**config.mk**
```make
export PLATFORM = sky130hd
export DESIGN_NAME = mem_port_arbiter
export DESIGN_NICKNAME = d
export VERILOG_FILES = /design/src/rtl/mem_port_arbiter.sv
export SDC_FILE = /design/constraint.sdc
export NUM_CORES = 1
export LEC_CHECK = 0
export BUFFER_PORTS_ARGS = -buffer_cell sky130_fd_sc_hd__buf_2
export CAP_MARGIN = 10
export CORE_ASPECT_RATIO = 1.2
export CORE_MARGIN = 3
export CORE_UTILIZATION = 45
export DETAILED_ROUTE_END_ITERATION = 7
export PLACE_DENSITY = 0.89
export SYNTH_ARGS = -nofsm -noshare
export SYNTH_HDL_FRONTEND = slang
export SYNTH_SLANG_ARGS = --single-unit
```
**constraint.sdc**
```tcl
create_clock -name clock -period 2.7 [get_ports clock]
set_input_delay 0.135 -clock clock [delete_from_list [all_inputs] [get_ports clock]]
set_output_delay 0.135 -clock clock [all_outputs]
set_load 0.01 [all_outputs]
```
**src/rtl/mem_port_arbiter.sv**
```systemverilog
// rtl/mem_port_arbiter.sv - two-requester arbiter sequencing one fixed-latency memory port
module mem_port_arbiter #(
    parameter int ADDR_W       = 32,
    parameter int DATA_W       = 32,
    parameter int RD_LATENCY   = 2,
    parameter int STARVE_LIMIT = 4
) (
    input  logic              clock,
    input  logic              reset,
    input  logic              if_req,
    input  logic [ADDR_W-1:0] if_addr,
    output logic              if_gnt,
    output logic              if_rvalid,
    output logic [DATA_W-1:0] if_rdata,
    input  logic              dm_req,
    input  logic              dm_we,
    input  logic [ADDR_W-1:0] dm_addr,
    input  logic [DATA_W-1:0] dm_wdata,
    output logic              dm_gnt,
    output logic              dm_rvalid,
    output logic [DATA_W-1:0] dm_rdata,
    output logic              mem_en,
    output logic              mem_rd_wr,
    output logic [ADDR_W-1:0] mem_add,
    output logic [DATA_W-1:0] mem_data,
    input  logic [DATA_W-1:0] mem_rdata
);
    localparam int LAT_W = $clog2(RD_LATENCY + 1);
    localparam int CNT_W = $clog2(STARVE_LIMIT + 1);
    // WAIT_RD is entered one cycle after ISSUE, so the countdown starts one short
    localparam logic [LAT_W-1:0] LAT_LOAD = LAT_W'(RD_LATENCY - 1);
    localparam logic [CNT_W-1:0] CNT_MAX  = CNT_W'(STARVE_LIMIT);

    typedef enum logic [1:0] {IDLE, ISSUE, WAIT_RD} state_t;

    state_t            state, state_nx;
    logic [LAT_W-1:0]  lat_cnt, lat_nx;
    logic [CNT_W-1:0]  starve_cnt, starve_nx;
    logic              win_dm, win_dm_nx;
    logic              we_q, we_nx;
    logic              pick_if;

    logic              if_gnt_nx, if_rvalid_nx, dm_gnt_nx, dm_rvalid_nx;
    logic [DATA_W-1:0] if_rdata_nx, dm_rdata_nx;
    logic              mem_en_nx, mem_rd_wr_nx;
    logic [ADDR_W-1:0] mem_add_nx;
    logic [DATA_W-1:0] mem_data_nx;

    assign pick_if = if_req && (!dm_req || (starve_cnt == CNT_MAX));

    always_comb begin
        state_nx     = state;
        lat_nx       = lat_cnt;
        starve_nx    = starve_cnt;
        win_dm_nx    = win_dm;
        we_nx        = we_q;
        if_gnt_nx    = 1'b0;
        dm_gnt_nx    = 1'b0;
        if_rvalid_nx = 1'b0;
        dm_rvalid_nx = 1'b0;
        if_rdata_nx  = if_rdata;
        dm_rdata_nx  = dm_rdata;
        mem_en_nx    = 1'b0;
        mem_rd_wr_nx = 1'b0;
        mem_add_nx   = '0;
        mem_data_nx  = '0;
        case (state)
            IDLE: begin
                if (!if_req || pick_if) begin
                    starve_nx = '0;
                end else if (starve_cnt != CNT_MAX) begin
                    starve_nx = starve_cnt + CNT_W'(1);
                end
                if (if_req || dm_req) begin
                    state_nx  = ISSUE;
                    mem_en_nx = 1'b1;
                    win_dm_nx = !pick_if;
                    if (pick_if) begin
                        we_nx      = 1'b0;
                        mem_add_nx = if_addr;
                        if_gnt_nx  = 1'b1;
                    end else begin
                        we_nx        = dm_we;
                        mem_rd_wr_nx = dm_we;
                        mem_add_nx   = dm_addr;
                        mem_data_nx  = dm_wdata;
                        dm_gnt_nx    = 1'b1;
                    end
                end
            end
            ISSUE: begin
                lat_nx   = LAT_LOAD;
                state_nx = we_q ? IDLE : WAIT_RD;
            end
            WAIT_RD: begin
                if (lat_cnt == '0) begin
                    state_nx = IDLE;
                    if (win_dm) begin
                        dm_rdata_nx  = mem_rdata;
                        dm_rvalid_nx = 1'b1;
                    end else begin
                        if_rdata_nx  = mem_rdata;
                        if_rvalid_nx = 1'b1;
                    end
                end else begin
                    lat_nx = lat_cnt - LAT_W'(1);
                end
            end
            default: state_nx = IDLE;
        endcase
    end

    always_ff @(posedge clock) begin
        if (reset) begin
            state      <= IDLE;
            lat_cnt    <= '0;
            starve_cnt <= '0;
            win_dm     <= 1'b0;
            we_q       <= 1'b0;
            if_gnt     <= 1'b0;
            dm_gnt     <= 1'b0;
            if_rvalid  <= 1'b0;
            dm_rvalid  <= 1'b0;
            if_rdata   <= '0;
            dm_rdata   <= '0;
            mem_en     <= 1'b0;
            mem_rd_wr  <= 1'b0;
            mem_add    <= '0;
            mem_data   <= '0;
        end else begin
            state      <= state_nx;
            lat_cnt    <= lat_nx;
            starve_cnt <= starve_nx;
            win_dm     <= win_dm_nx;
            we_q       <= we_nx;
            if_gnt     <= if_gnt_nx;
            dm_gnt     <= dm_gnt_nx;
            if_rvalid  <= if_rvalid_nx;
            dm_rvalid  <= dm_rvalid_nx;
            if_rdata   <= if_rdata_nx;
            dm_rdata   <= dm_rdata_nx;
            mem_en     <= mem_en_nx;
            mem_rd_wr  <= mem_rd_wr_nx;
            mem_add    <= mem_add_nx;
            mem_data   <= mem_data_nx;
        end
    end
endmodule

```
==> summary.txt <==
Run status
  • Status: finished, final reports clean

Place
  • Post-DP HPWL: ~9600 um
  • Final GP Congestion: about 0.81
  • Count of buffers from port buffering: around 270
  • Dpl cell area: between 6000 and 7000 um2
  • Placed Cells: 923

Clock tree
  • # clock sinks: between 100 and 150
  • Root Driver: clkbuf_16
  • Clk buf depth: 2
  • Clock latency on the worst-skew pair: ~0.40 ns
  • CTS buffer count: 17
  • CTS tree: yes
  • Htree depth: 4
  • Clk slew on worst S/H paths: roughly 0.07 ns

Synthesis
  • Net Count, Synth: about 700
  • Yosys warns: 0
  • Synthesized area: 4950 um2
  • Top_reg_cell synth: dfxtp_1
  • Register area share after synthesis: 57.8%
  • Distinct cells, synth: 39
  • Average footprint of a synthesized cell: slightly below 9 um2
  • Yosys reg bits: 143
  • Cells after Synth: ~570
  • Post-synth EDFFs: 0
  • Async SR Flop Fraction: 0%

Finish
  • Post-route non-filler standard cell count: between 1000 and 1500
  • Share of layout cells above drive strength 1: about 34%
  • Layout Nets: between 1000 and 1500
  • Fin util: 75.8%
  • Area delta synth->final: 62.4%
  • Finished Cell Area: between 8000 and 9000 um2
  • ANT cells: 0

Pwr
  • Clock power frac: roughly 45%
  • Combinational group share of total power: between 10% and 20%
  • Net Switching: about 1.4 mW
  • Maximum vdd drop: 0.000503 V
  • Sw Share: 26.2%
  • Internal: 3.84 mW
  • Pwr Density: 647 nW/um2
  • Sequential Power Share: a little over two fifths
  • Leak Pwr: around 3.9 nW

Global route
  • Gr usage total: between 20% and 30%
  • First-pass GRT wire length: ~28000 um
  • Vias in the first global route: roughly 5600
  • Pin count of the biggest net entering global routing: 50
  • GR Overflow Total: 0
  • Initial antenna violation count: 0

Die
  • Row count: 41
  • Initial Utilization: between 40% and 50%
  • Die Ht: about 120 um
  • Die X: around 100 um
  • Die area: roughly 12000 um2
  • Core Region: around 11000 um2
  • I/O pins: 267

STA
  • Setup TNS: 0 ns
  • Minimum clock period after layout: approximately 2.2 ns
  • Worst hold margin: 0.0253 ns
  • Max-slew violation count: 0
  • Final period utilization: about four fifths
  • Top achievable clock speed: 455 MHz
  • Worst slew margin: 43.6%
  • Slew of the pin with the lowest slew margin: roughly 0.84 ns
  • RSZ-0062 raised after global routing: no
  • Hold Fails Final Rpt: 0
  • Setup Viol. Count Final: 0
  • Clock Skew: ~0.0073 ns

Route
  • Total Wirelength: 18000 um
  • Antenna-violating nets left: 0
  • Avg Vias per Cell: 5.21
  • Initial drt markers: 377
  • Drt drc: 0
  • Vias post-DR: 5589
  • DR WL/cell: 16.8 um
  • Drt pass-1 iters: 5

Critical path
  • CP peak stage delay: between 0.5 and 0.6 ns
  • CP endpoint kind: flop
  • R2R Setup Slk: approximately 0.5 ns
  • Arr. time, crit path: 2.54 ns
  • CP Launch Type: flop
  • Slowest-stage cell, CP: dlygate4sd3_1
  • CP Max Fanout: 35
  • Critical Path RT: approximately 3.0 ns
  • Critical path, cell by cell: inv_1 > ha_1 > a21boi_2 > buf_4 > o21ai_0 > a21oi_1 > dlygate4sd3_1
  • CP Class: reg -> reg

Worst hold path
  • Min-delay worst type: in -> reg

Flow run
  • Maxcap violations: 0
[metrics by stage]
step | total power, mW | worst slack, ns
2_1_floorplan | 2.54 | 1.24
3_3_place_gp | 2.75 | 0.844
3_5_place_dp | 2.76 | 0.802
4_1_cts | 5.20 | 0.706
5_1_grt | 5.41 | 0.392
6_report | 5.21 | 0.500
[cell type report]
cell class	count	area, um2
Tap cell	129	161
Sequential cell	143	2860
Clock buffer	17	425
Fill cell	699	2570
Multi-Input combinational cell	369	1830
Clock inverter	15	169
Inverter	7	26.3
Timing Repair Buffer	392	2570
[synthesized netlist by cell type, types with 2 or more instances]
master | count | area share, %
clkbuf_1 | 20 | 1.5
nor2_1 | 7 | 0.53
nand2_1 | 131 | 9.9
buf_6 | 2 | 0.45
nand4_1 | 2 | 0.25
dfxtp_1 | 143 | 58
nand3_1 | 32 | 3.2
and3_1 | 33 | 4.2
a21oi_1 | 103 | 10
buf_4 | 3 | 0.45
inv_1 | 6 | 0.45
o21ai_0 | 33 | 3.3
buf_2 | 22 | 2.2
or2_2 | 3 | 0.38
ha_1 | 3 | 0.76
[power by group through the flow]
stage / Combinational, mW / Clock [mW] / Sequential, mW
after floorplan: 0.214 / 0 / 2.33
after global placement: 0.470 / 0 / 2.28
after CTS: 0.611 / 2.35 / 2.24
after global routing: 0.698 / 2.45 / 2.26
after detailed placement: 0.476 / 0 / 2.29
final: 0.646 / 2.32 / 2.25
[timing repair]
item                      4_1_cts  5_1_grt
setup buffers                   0        0
hold buffers                  116        1
resized for setup               0        0
hold endpoints to repair      126        1
[placed cells by master (no fill, tap or decap), types with 2 or more instances in the layout]
master	netlist	final
ha_1	3	3
inv_6	0	6
o21ai_0	33	33
or2_2	3	3
nand3_1	32	32
dfxtp_1	143	143
buf_4	3	9
clkbuf_16	0	17
dlygate4sd3_1	0	117
inv_8	0	4
inv_1	6	6
clkinv_4	0	2
nand4_1	2	2
nand2_1	131	131
a21oi_1	103	103
nor2_1	7	7
and3_1	33	33
buf_2	22	266
[registers in the layout (all words and copies together), names as in the netlist, 2 cells and up]
signal,cells
lat_cnt,2
mem_data,32
dm_rdata,32
starve_cnt,3
if_rdata,32
mem_add,32
state,2
[critical path: cells and delay by family (launching register included)]
| family | cells | cell delay (ns) |
|---|---|---|
| flip-flops | 1 | 0.37 |
| AO/OA/AOI/OAI | 3 | 0.57 |
| buffers and inverters | 3 | 0.97 |
| adder cells (fa/ha/maj) | 1 | 0.23 |
[path summary, 6_finish.rpt]
kind	endpoint	start	cells past startpoint
min	mem_add[9]$_SDFF_PP0_	if_addr[9]	3
max	mem_add[28]$_SDFF_PP0_	starve_cnt[0]$_SDFFE_PP0P_	7
max reg2reg	mem_add[28]$_SDFF_PP0_	starve_cnt[0]$_SDFFE_PP0P_	7
min reg2reg	if_rdata[2]$_SDFFE_PP0P_	if_rdata[2]$_SDFFE_PP0P_	2
[layer usage]
| metal | vias up | wire (um) | global-route usage, % |
|---|---|---|---|
| met2 | 322 | 9370 | 49.9 |
| met1 | 2565 | 6210 | 30.5 |
| met3 | 68 | 1650 | 9.83 |
| li1 | 2634 | - | - |
| met4 | 0 | 752 | 14.4 |
| met5 | - | 0 | 0 |
[cells by family after synthesis]
group | synth area share [%]
simple gates | 21.0
buf+inv | 5.25
compound gates | 15.2
fa+ha+maj | 0.758
flops | 57.8
Note: power is estimated with default switching activity, not from simulation.
